File: config.mk
export PLATFORM = sky130hd
export DESIGN_NAME = accum_sequencer
export DESIGN_NICKNAME = d
export VERILOG_FILES = /design/src/rtl/accum_sequencer_pkg.sv /design/src/rtl/accum_sequencer.sv
export SDC_FILE = /design/constraint.sdc
export NUM_CORES = 1
export LEC_CHECK = 0
export CAP_MARGIN = 20
export CORE_MARGIN = 1.5
export CORE_UTILIZATION = 58
export CTS_CLUSTER_DIAMETER = 40
export DETAILED_ROUTE_END_ITERATION = 10
export DONT_BUFFER_PORTS = 1
export PLACE_DENSITY_LB_ADDON = 0.1
export SETUP_SLACK_MARGIN = 0.5
export SKIP_LAST_GASP = 1
export SLEW_MARGIN = 20
export SYNTH_ARGS = -nofsm -noshare
export SYNTH_HDL_FRONTEND = slang
export SYNTH_SLANG_ARGS = --single-unit
File: constraint.sdc
create_clock -name clk -period 1.4 [get_ports clk]
set_input_delay 0.28 -clock clk [delete_from_list [all_inputs] [get_ports clk]]
set_output_delay 0.28 -clock clk [all_outputs]
set_load 0.005 [all_outputs]
File: src/rtl/accum_sequencer_pkg.sv
// Shared definitions for the accumulator sequencer.
//   ACC_WIDTH_DEFAULT : default operand/accumulator width
//   CNT_W             : width of the completed-operation counter
//   state_t           : sequencer FSM state type
package accum_sequencer_pkg;

    localparam int unsigned ACC_WIDTH_DEFAULT = 4;
    localparam int unsigned CNT_W             = 4;

    typedef enum logic [1:0] {
        StIdle,
        StExec,
        StDone
    } state_t;

endpackage

File: src/rtl/accum_sequencer.sv
// Accumulator sequencer. It accepts one command at a time, drives the accumulator
// and the latched operand to an external add/sub stage, captures that stage's
// result and flags, and then holds the result until downstream accepts it.
//
// Ports:
//   clk, rst_n          clock; synchronous active-low reset
//   in_valid/in_ready   command handshake (in_b operand, in_mode 0=add 1=sub,
//                       in_clr clears accumulator and sticky overflow)
//   a_out/b_out/mode_out  operands and mode driven to the arithmetic stage
//   ans_in/v_in/c_in    arithmetic stage result, overflow, carry/borrow
//   out_valid/out_ready result handshake
//   out_acc/out_v/out_c result accumulator and flags of the last operation
//   out_ovf             sticky overflow since the last clear
//   op_cnt              completed-operation count, wraps modulo 16
module accum_sequencer
    import accum_sequencer_pkg::*;
#(
    parameter int unsigned WIDTH = ACC_WIDTH_DEFAULT
) (
    input  logic             clk,
    input  logic             rst_n,
    input  logic             in_valid,
    output logic             in_ready,
    input  logic [WIDTH-1:0] in_b,
    input  logic             in_mode,
    input  logic             in_clr,
    output logic [WIDTH-1:0] a_out,
    output logic [WIDTH-1:0] b_out,
    output logic             mode_out,
    input  logic [WIDTH-1:0] ans_in,
    input  logic             v_in,
    input  logic             c_in,
    output logic             out_valid,
    input  logic             out_ready,
    output logic [WIDTH-1:0] out_acc,
    output logic             out_v,
    output logic             out_c,
    output logic             out_ovf,
    output logic [CNT_W-1:0] op_cnt
);

    state_t           r_state;
    state_t           w_state_next;
    logic [WIDTH-1:0] r_acc;
    logic [WIDTH-1:0] r_b;
    logic             r_mode;
    logic             r_clr;
    logic             r_v;
    logic             r_c;
    logic             r_ovf;
    logic [CNT_W-1:0] r_cnt;
    logic             w_idle;
    logic             w_exec;
    logic             w_done;
    logic             w_accept;
    logic             w_handshake;

    always_ff @(posedge clk) begin
        if (!rst_n) begin
            r_state <= StIdle;
        end else begin
            r_state <= w_state_next;
        end
    end

    always_comb begin
        w_state_next = r_state;
        w_idle       = 1'b0;
        w_exec       = 1'b0;
        w_done       = 1'b0;
        case (r_state)
            StIdle: begin
                w_idle = 1'b1;
                if (in_valid) begin
                    w_state_next = StExec;
                end
            end
            StExec: begin
                w_exec       = 1'b1;
                w_state_next = StDone;
            end
            StDone: begin
                w_done = 1'b1;
                if (out_ready) begin
                    w_state_next = StIdle;
                end
            end
            default: begin
                w_state_next = StIdle;
            end
        endcase
    end

    assign w_accept    = w_idle & in_valid;
    assign w_handshake = w_done & out_ready;

    // Handshake outputs are masked while reset is asserted so nothing is offered
    // or accepted during the reset cycle itself.
    assign in_ready  = w_idle & rst_n;
    assign out_valid = w_done & rst_n;

    always_ff @(posedge clk) begin
        if (!rst_n) begin
            r_acc  <= '0;
            r_b    <= '0;
            r_mode <= 1'b0;
            r_clr  <= 1'b0;
            r_v    <= 1'b0;
            r_c    <= 1'b0;
            r_ovf  <= 1'b0;
            r_cnt  <= '0;
        end else begin
            if (w_accept) begin
                r_b    <= in_b;
                r_mode <= in_mode;
                r_clr  <= in_clr;
            end
            if (w_exec) begin
                if (r_clr) begin
                    r_acc <= '0;
                    r_v   <= 1'b0;
                    r_c   <= 1'b0;
                    r_ovf <= 1'b0;
                end else begin
                    r_acc <= ans_in;
                    r_v   <= v_in;
                    r_c   <= c_in;
                    r_ovf <= r_ovf | v_in;
                end
            end
            if (w_handshake) begin
                r_cnt <= r_cnt + 1'b1;
            end
        end
    end

    assign a_out    = r_acc;
    assign b_out    = r_b;
    assign mode_out = r_mode;
    assign out_acc  = r_acc;
    assign out_v    = r_v;
    assign out_c    = r_c;
    assign out_ovf  = r_ovf;
    assign op_cnt   = r_cnt;

endmodule

# After elaboration in Yosys (flattened, before gate mapping)
# Index checks and enable logic that the tools add are counted.
# totals
regBits	19
latchBits	0
mem_bits_rw	0
mem_bits_ro	0
input_bits	16
out_inout_bits	22
elab_cells	31
mem_count	0
# op_classes
n_addsub	1
mul	0
div_mod_pow	0
magnitude_cmp	0
eq_ne	4
shift	0
muxes	10
bitwise	5
n_reduce_logical	2
# op_table
cell	count
2-to-1 mux 1 bit	6
one-hot mux 2 bit (3 select lines)	1
adder 4 x 1 -> 4 bit, second input constant	1
bitwise AND 1 bit	4
2-to-1 mux 2 bit	2
2-to-1 mux 4 bit	1
inequality test 2 bit, second input constant	2
equality test 2 x 1 -> 1 bit, second input constant	1
equality test 2 bit, second input constant	1
zero test 2 bit	1
AND reduction 2 bit	1
OR 1 bit	1

# Longest topological paths before layout
# Gate-level depths: netlist of run 1.
# logic_depth
depth_word	3
depth_mapped	5
mapped_depth_nobuf	4

# Least setup slack after synthesis of run 1
# No wires, ideal clock.
# synth_timing
kind	register to register
start	register r_state[1]
end	register r_b[0] (netlist: b_out[0])
setup_time_ns	0.128
arrival_ns	1.027
required_ns	1.272
path_slack_ns	0.246
stages_incl_launch_ff	5
n_path_buf	1
cell_sequence	dfxtp_1 > buf_6 > nor3b_4 > mux2i_1 > nor2_1
# synth_between
elab_chain_len	3
# synth_lines
element	line	rtl
from (decl)	accum_sequencer.sv:42	state_t r_state;
from (signal assigned)	accum_sequencer.sv:60	r_state <= StIdle;
from (signal assigned)	accum_sequencer.sv:62	r_state <= w_state_next;
zero test 2 bit	accum_sequencer.sv:71	case (r_state)
2-to-1 mux 1 bit	accum_sequencer.sv:71	
bitwise AND 1 bit	accum_sequencer.sv:94	assign w_accept = w_idle & in_valid;
to (signal assigned)	accum_sequencer.sv:114	r_b <= in_b;
to (decl)	accum_sequencer.sv:45	logic [WIDTH-1:0] r_b;
# Every way passes these cells.
# A chain may end at the register's enable or synchronous reset.

# Worst setup path after layout of run 1
# layout_timing
start	register r_state[1]
end	output out_valid
# layout_between
elab_chain_len	3
# layout_lines
element	line	rtl
equality test 2 bit	accum_sequencer.sv:71	
2-to-1 mux 1 bit	accum_sequencer.sv:71	
bitwise AND 1 bit	accum_sequencer.sv:100	assign out_valid = w_done & rst_n;
to (decl)	accum_sequencer.sv:33	output logic out_valid,
# Every way passes these cells.

==> Implementation_results.wiki, run 1 <==
{| class="wikitable"
! Metric !! Value
|-
| Leak pwr || 0.369 nW
|-
| Highest Clock Rate || 827 MHz
|-
| Die height || 40.3 um
|-
| IR drop worst, VDD || 0.681 mV
|-
| Sequential element share of the synthesized area || 47.1%
|-
| Cell taking the most area after synthesis || sky130_fd_sc_hd__dfxtp_1
|-
| Worst Tran Pin Value || 0.338 ns
|-
| Final min period || 1.21 ns
|-
| Synthesized net count || 98
|-
| Register cell area after layout || 415 um^2
|-
| Worst setup endpoint || out_valid
|-
| Filler Cell Count || 97
|-
| Max stage delay cell, worst path || sky130_fd_sc_hd__dfxtp_4
|-
| Top cells by area in the synthesized netlist || sky130_fd_sc_hd__dfxtp_1 (47%), sky130_fd_sc_hd__mux2i_1 (8.7%), sky130_fd_sc_hd__a21oi_1 (5.6%)
|-
| Final Skew || 0.00650 ns
|-
| Post-synthesis adder-cell area fraction || 1.55%
|-
| Buffers plus inverters on the worst setup path || 0
|-
| Synthesized area || 807 um^2
|-
| Fin. Hold Viols || 0
|-
| Largest fanout on the critical path || 7
|-
| Cell at the root of the clock tree || sky130_fd_sc_hd__clkbuf_4
|-
| Power per Cell Area || 1050 nW/um^2
|-
| Placement row count || 13
|-
| Aggregate routed wire length || 1.51 mm
|-
| Longest individual stage delay on the worst path || 0.42 ns
|-
| Clock tree from TritonCTS || done
|-
| Number of top-level design ports || 38
|-
| Clock insertion delay at the later pin of the skew report || 0.30 ns
|-
| ANT nets after route || 0
|-
| Area used by multi-input combinational logic || 435 um^2
|-
| Net count, final || 102
|-
| Wire length of the first global-routing pass || 2.13 mm
|-
| Register bit total from synthesis || 19
|-
| Die ar. || 1620 um^2
|-
| Reg-to-Reg Start || r_state[0]$_SDFFE_PN0P_
|-
| Depth of the most critical reg-to-reg path || 4
|-
| Portion of the clock cycle consumed by the worst path in the final layout || 86.4%
|-
| WP depth || 1
|-
| Horizontal extent of the die || 40.3 um
|-
| Number of pins exceeding their max-slew limit in the final report || 0
|-
| Post-route setup TNS || 0 ns
|-
| Vias in the first global route || 509
|-
| Number of diodes || 0
|-
| Synth warnings || 0
|-
| Initial antenna violation count || 0
|-
| Worst path cell trace || nor3b_4
|-
| Maximum clock path buffer count || 2
|-
| Global-route usage over all layers || 20.3%
|-
| Core ar. || 1300 um^2
|-
| Required time of the worst setup path || 1.12 ns
|-
| Final global-route overflow total || 0
|-
| Count of distinct cell types in the synthesized netlist || 26
|-
| Setup slack, reg-to-reg || 0.24 ns
|-
| Data arrival time of the critical path || 0.93 ns
|-
| Count of input and output buffers || 0
|-
| Num CTS Buffers || 3
|-
| Iteration-0 DRC count of the detailed router || 5
|-
| Largest delay contributor family on the critical path || flip-flops
|-
| Share of the synthesized area in compound gates (AO/OA/AOI/OAI) || 7.75%
|-
| Overall via count from detail_route || 567
|-
| Critical Setup Path Class || flop to output pin
|-
| Mean number of vias per cell || 5.73
|-
| Effective utilization at floorplan || 62.0%
|-
| Area share of the leading cell type in the synthesized netlist || 47.1%
|-
| Capture instance of the worst register-to-register path || b_out[2]$_SDFFE_PN0P_
|-
| DPL Wire Length || 949 um
|-
| Share of layout cells above drive strength 1 || 51.2%
|-
| Synth top cells by count || sky130_fd_sc_hd__dfxtp_1 (19), sky130_fd_sc_hd__a21oi_1 (9), sky130_fd_sc_hd__nor2_1 (9)
|-
| Crit path from || r_state[1]$_SDFFE_PN0P_
|-
| Combinational family with the most area after synthesis || simple AND/OR/NAND/NOR gates
|-
| Post-detailed-route wirelength per cell || 15.2 um
|-
| Area share of and/or/nand/nor cells after synthesis || 25.1%
|-
| Cells after Synth || 81
|-
| Post-Route Utilization || 74.5%
|-
| Synthesized area divided by synthesized cell count || 9.96 um^2
|-
| H-tree lvl count || 1
|-
| Total instance count after detailed placement || 89
|-
| Xor and xnor fraction of the mapped netlist area || 2.17%
|-
| Detailed Routing Iterations Pass 1 || 4
|-
| Area growth from synthesis to layout || 20.2%
|-
| Design Power || 1.02 mW
|-
| Fraction of synthesized area in multiplexers || 8.68%
|-
| Max-Cap Viols || 0
|-
| Weighted congestion reported at the end of routability-driven placement || 0.674
|-
| Post-synth EDFFs || 0
|-
| Fraction of registers with async set/reset || 0%
|-
| Sort of element at the end of the critical path || output pin
|-
| Maximum number of pins on one net before global-route repair || 15
|-
| Most common cell in the netlist || sky130_fd_sc_hd__dfxtp_1
|-
| Clock sinks || 19
|-
| Final count of negative-setup-slack endpoints || 0
|-
| Clock slew at the register clock pins of the worst setup and hold paths || 0.12 ns
|-
| Sort of element at the start of the critical path || flop
|-
| Relative slew margins || 77.4%
|-
| Residual DRC count || 0
|-
| Number of standard cells in the final layout excluding fillers || 99
|-
| Hold WC Path Type || primary input to flop
|-
| Outcome || complete, no violations
|-
| Most instantiated flip-flop cell in the synthesis netlist || sky130_fd_sc_hd__dfxtp_1
|-
| RSZ-0062 raised after global routing || yes
|}
[worst min path at each step]
| stage | depth (start not counted) | slack [ns] | from | endpoint |
|---|---|---|---|---|
| after floorplan | 1 | 0.40 | in_valid | r_state[0]$_SDFFE_PN0P_ |
| after global placement | 1 | 0.40 | in_valid | r_state[0]$_SDFFE_PN0P_ |
| after detailed placement | 1 | 0.41 | in_valid | r_state[0]$_SDFFE_PN0P_ |
| after CTS | 1 | 0.09 | in_valid | r_state[0]$_SDFFE_PN0P_ |
| after global routing | 1 | 0.08 | in_valid | r_state[0]$_SDFFE_PN0P_ |
| final | 1 | 0.1 | in_valid | r_state[0]$_SDFFE_PN0P_ |
[where the power goes]
group / switching [mW] / total [mW] / internal [mW]
sequential: 0.0317 / 0.597 / 0.565
combinational: 0.0574 / 0.131 / 0.0736
clock: 0.181 / 0.287 / 0.106
total: 0.270 / 1.02 / 0.745
[cell type report]
class / count / area share [%]
Multi-Input combinational cell: 53 / 44.9
Sequential cell: 19 / 42.8
Timing Repair Buffer: 7 / 7.10
Clock buffer: 3 / 2.32
Tap cell: 15 / 1.94
Clock inverter: 1 / 0.516
Inverter: 1 / 0.387
[cells in the final DEF (no fill, tap or decap), types with 2 or more instances in the layout]
cell type                  count
sky130_fd_sc_hd__buf_4         5
sky130_fd_sc_hd__clkbuf_4      3
sky130_fd_sc_hd__nand2_1       6
sky130_fd_sc_hd__nor2_1        9
sky130_fd_sc_hd__mux2i_1       5
sky130_fd_sc_hd__dfxtp_4       5
sky130_fd_sc_hd__dfxtp_2      13
sky130_fd_sc_hd__nand3b_1      6
sky130_fd_sc_hd__mux2i_2       2
sky130_fd_sc_hd__a21oi_2       4
sky130_fd_sc_hd__a21oi_1       5
sky130_fd_sc_hd__nor3b_4       2
sky130_fd_sc_hd__xor2_1        2
[routing by layer]
metal | GRT usage [%] | vias to the layer above | wire length (um) | part of all wire (%)
met5 | 0 | - | 0 | 0
met4 | 12.5 | 0 | 17 | 1.1
met3 | 4.44 | 2 | 131 | 8.7
met2 | 33.1 | 27 | 680 | 45
met1 | 24.1 | 258 | 679 | 45
li1 | - | 280 | - | -
[metrics by stage]
step	hold WS [ns]	worst slack, ns	area (um^2)
2_1_floorplan	0.401	0.272	825
5_1_grt	0.0820	0.154	970
3_5_place_dp	0.406	0.150	790
3_3_place_gp	0.404	0.183	790
4_1_cts	0.0866	0.188	936
6_report	0.0969	0.191	970
[registers in the layout (all words and copies together), names as in the netlist]
register	cells
a_out	4
b_out	4
op_cnt	4
r_state	2
mode_out	1
out_c	1
out_ovf	1
out_v	1
r_clr	1
[kinds of logic after synthesis]
| kind of cell | Yosys count |
|---|---|
| AOI/OAI and AO/OA | 11 |
| adders and majority gates | 1 |
| buffers and inverters | 9 |
| and+or+nand+nor | 32 |
| DFF | 19 |
| muxes | 7 |
| xor gates and xnor gates | 2 |
[repair_timing]
item                                    4_1_cts  5_1_grt
cloned                                        0        0
endpoints found under the setup margin       41       40
pin swaps                                    10        5
hold buffers                                  0        0
gates resized for setup                      27        7
buffers inserted                              5        1
No activity file was read; power rests on OpenSTA's default activity.
==> run 2: changes to the inputs <==
GPL_ROUTABILITY_DRIVEN = 0   (was not set)
==> results of run 2 <==
Same layout as run 1: the final DEF is identical, and so are final timing and power.
==> run 3: changes to the inputs <==
GPL_ROUTABILITY_DRIVEN = not set   (was 0)
REMOVE_ABC_BUFFERS = 1   (was not set)
==> run 3 against run 2 <==
Against the previous run:
- register-to-register slack about the same
- count of clock-buffer cells in the layout up 1
- global-route usage is 0.32 points lower
- total power is 3.3% lower
- critical path type unchanged
- sequential share of layout area rose by 1.3 points
- cell count unchanged
- first-iteration DRC count unchanged
- critical path depth is the same
- highest routed layer unchanged
- design area shrank 2.8%
==> Implementation_results.wiki, run 3 (synthesized netlist as in run 1, its figures left out) <==
{| class="wikitable"
! Metric !! Value
|-
| Outcome || complete, no violations (unchanged)
|-
| Post-detailed-route wirelength per cell || 15.0 um (was 15.2 um)
|-
| Cell at the root of the clock tree || sky130_fd_sc_hd__clkbuf_4 (unchanged)
|-
| Highest Clock Rate || 838 MHz (was 827 MHz)
|-
| Core ar. || 1300 um^2 (unchanged)
|-
| Maximum number of pins on one net before global-route repair || 19 (was 15)
|-
| Max stage delay cell, worst path || sky130_fd_sc_hd__dfxtp_4 (unchanged)
|-
| Filler Cell Count || 102 (was 97)
|-
| Effective utilization at floorplan || 62.0% (unchanged)
|-
| Most common cell after layout, fill and taps aside || sky130_fd_sc_hd__dfxtp_2 (unchanged)
|-
| Vias in the first global route || 497 (was 509)
|-
| Buffers plus inverters on the worst setup path || 0 (unchanged)
|-
| Net count, final || 102 (unchanged)
|-
| DPL Wire Length || 959 um (was 949 um)
|-
| Largest fanout on the critical path || 6 (was 7)
|-
| Aggregate routed wire length || 1.49 mm (was 1.51 mm)
|-
| Design Power || 0.982 mW (was 1.02 mW)
|-
| Longest individual stage delay on the worst path || 0.42 ns (about the same)
|-
| Placement row count || 13 (unchanged)
|-
| Leak pwr || 0.362 nW (was 0.369 nW)
|-
| Detailed Routing Iterations Pass 1 || 4 (unchanged)
|-
| Share of layout cells above drive strength 1 || 46.4% (was 51.2%)
|-
| Worst Tran Pin Value || 0.260 ns (was 0.338 ns)
|-
| Fin. Hold Viols || 0 (unchanged)
|-
| Clock tree from TritonCTS || done (unchanged)
|-
| Number of standard cells in the final layout excluding fillers || 99 (unchanged)
|-
| Post-route setup TNS || 0 ns (unchanged)
|-
| Clock sinks || 19 (unchanged)
|-
| Iteration-0 DRC count of the detailed router || 5 (unchanged)
|-
| Final count of negative-setup-slack endpoints || 0 (unchanged)
|-
| H-tree lvl count || 1 (unchanged)
|-
| Dpl cell area || 783 um^2 (was 790 um^2)
|-
| Number of pins exceeding their max-slew limit in the final report || 0 (unchanged)
|-
| Residual DRC count || 0 (unchanged)
|-
| Global-route usage over all layers || 20.0% (was 20.3%)
|-
| Total instance count after detailed placement || 90 (was 89)
|-
| Relative slew margins || 82.6% (was 77.4%)
|-
| Power per Cell Area || 1040 nW/um^2 (was 1050 nW/um^2)
|-
| Mean number of vias per cell || 5.59 (was 5.73)
|-
| Clock slew at the register clock pins of the worst setup and hold paths || 0.10 ns (was 0.12 ns)
|-
| Initial antenna violation count || 0 (unchanged)
|-
| Hold-fix buffers, CTS || 0 (unchanged)
|-
| Required time of the worst setup path || 1.12 ns (about the same)
|-
| Critical Setup Path Class || flop to output pin (unchanged)
|-
| Final global-route overflow total || 0 (unchanged)
|-
| Final Skew || 0.000718 ns (was 0.00650 ns)
|-
| Portion of the clock cycle consumed by the worst path in the final layout || 85.3% (was 86.4%)
|-
| Most frequent cells in the layout || sky130_fd_sc_hd__dfxtp_2 (13), sky130_fd_sc_hd__nor2_1 (9), sky130_fd_sc_hd__mux2i_1 (7) (was sky130_fd_sc_hd__dfxtp_2 (13), sky130_fd_sc_hd__nor2_1 (9), sky130_fd_sc_hd__nand2_1 (6), sky130_fd_sc_hd__nand3b_1 (6))
|-
| Max-Cap Viols || 0 (unchanged)
|-
| ANT nets after route || 0 (unchanged)
|-
| Count of input and output buffers || 0 (unchanged)
|-
| Data arrival time of the critical path || 0.91 ns (was 0.93 ns)
|-
| Maximum clock path buffer count || 2 (unchanged)
|-
| Worst path cell trace || nor3b_4 (unchanged)
|-
| Clock insertion delay at the later pin of the skew report || 0.28 ns (was 0.30 ns)
|-
| Number of top-level design ports || 38 (unchanged)
|-
| Weighted congestion reported at the end of routability-driven placement || 0.623
|-
| Die height || 40.3 um (unchanged)
|-
| Overall via count from detail_route || 553 (was 567)
|-
| IR drop worst, VDD || 0.702 mV (was 0.681 mV)
|-
| Wire length of the first global-routing pass || 2.06 mm (was 2.13 mm)
|-
| Area growth from synthesis to layout || 16.7% (was 20.2%)
|-
| Largest delay contributor family on the critical path || flip-flops (unchanged)
|-
| Horizontal extent of the die || 40.3 um (unchanged)
|-
| Sort of element at the start of the critical path || flop (unchanged)
|-
| Number of diodes || 0 (unchanged)
|-
| Num CTS Buffers || 3 (unchanged)
|-
| Worst Hold Margin || 0.119 ns (was 0.0969 ns)
|-
| Hold WC Path Type || primary input to flop (unchanged)
|-
| RSZ-0062 raised after global routing || yes (unchanged)
|-
| Final min period || 1.19 ns (was 1.21 ns)
|-
| Sort of element at the end of the critical path || output pin (unchanged)
|-
| Post-route standard cell area excluding fillers || 942 um^2 (was 970 um^2)
|-
| Die ar. || 1620 um^2 (unchanged)
|}
-- run 3: per-layer routing --
metal	vias up	global-route usage (%)	routed length, um
met5	-	0	0
met4	0	12.5	12
met3	2	6.11	117
met2	23	31.5	715
met1	250	23.5	641
li1	278	-	-
-- run 3: power breakdown --
part | internal [mW] | total [mW] | switching, mW
registers | 0.565 | 0.599 | 0.0335
logic | 0.0644 | 0.117 | 0.0522
clock network | 0.111 | 0.267 | 0.156
-- run 3: repair_timing --
| action | 4_1_cts | 5_1_grt |
|---|---|---|
| pin swaps | 4 | 13 |
| resized for setup | 29 | 7 |
| setup endpoints to repair | 41 | 40 |
| setup buffers | 4 | 1 |
-- run 3: layout make-up --
| class | count | area [um^2] | area share (%) |
|---|---|---|---|
| inverters | 1 | 3.75 | 0.398 |
| repair buffers | 7 | 63.8 | 6.77 |
| flip-flops and latches | 19 | 415 | 44.1 |
| multi-input cells | 53 | 414 | 44.0 |
| clock buffers | 4 | 26.3 | 2.79 |
| well taps | 15 | 18.8 | 1.99 |
-- run 3: final timing paths --
kind / start / endpoint / slack [ns] / depth (start not counted)
max: r_state[1]$_SDFFE_PN0P_ / out_valid / 0.21 / 1
min reg2reg: out_c$_SDFFE_PN0N_ / out_c$_SDFFE_PN0N_ / 0.47 / 2
min: in_valid / r_state[0]$_SDFFE_PN0P_ / 0.12 / 1
max reg2reg: r_state[1]$_SDFFE_PN0P_ / op_cnt[3]$_SDFFE_PN0P_ / 0.23 / 4
-- run 3: stage by stage --
stage	util (%)	setup WS, ns
after floorplan	-	0.155
after global placement	60.2	0.188
after global routing	72.4	0.158
after CTS	69.7	0.204
final	72.4	0.206
after detailed placement	60.2	0.162
-- run 3: worst register-to-register path: cells and delay by family (launching register included) --
kind | cells | cell delay (ns)
compound gates | 1 | 0.13
simple gates | 2 | 0.44
buf+inv | 1 | 0.12
flops | 1 | 0.42
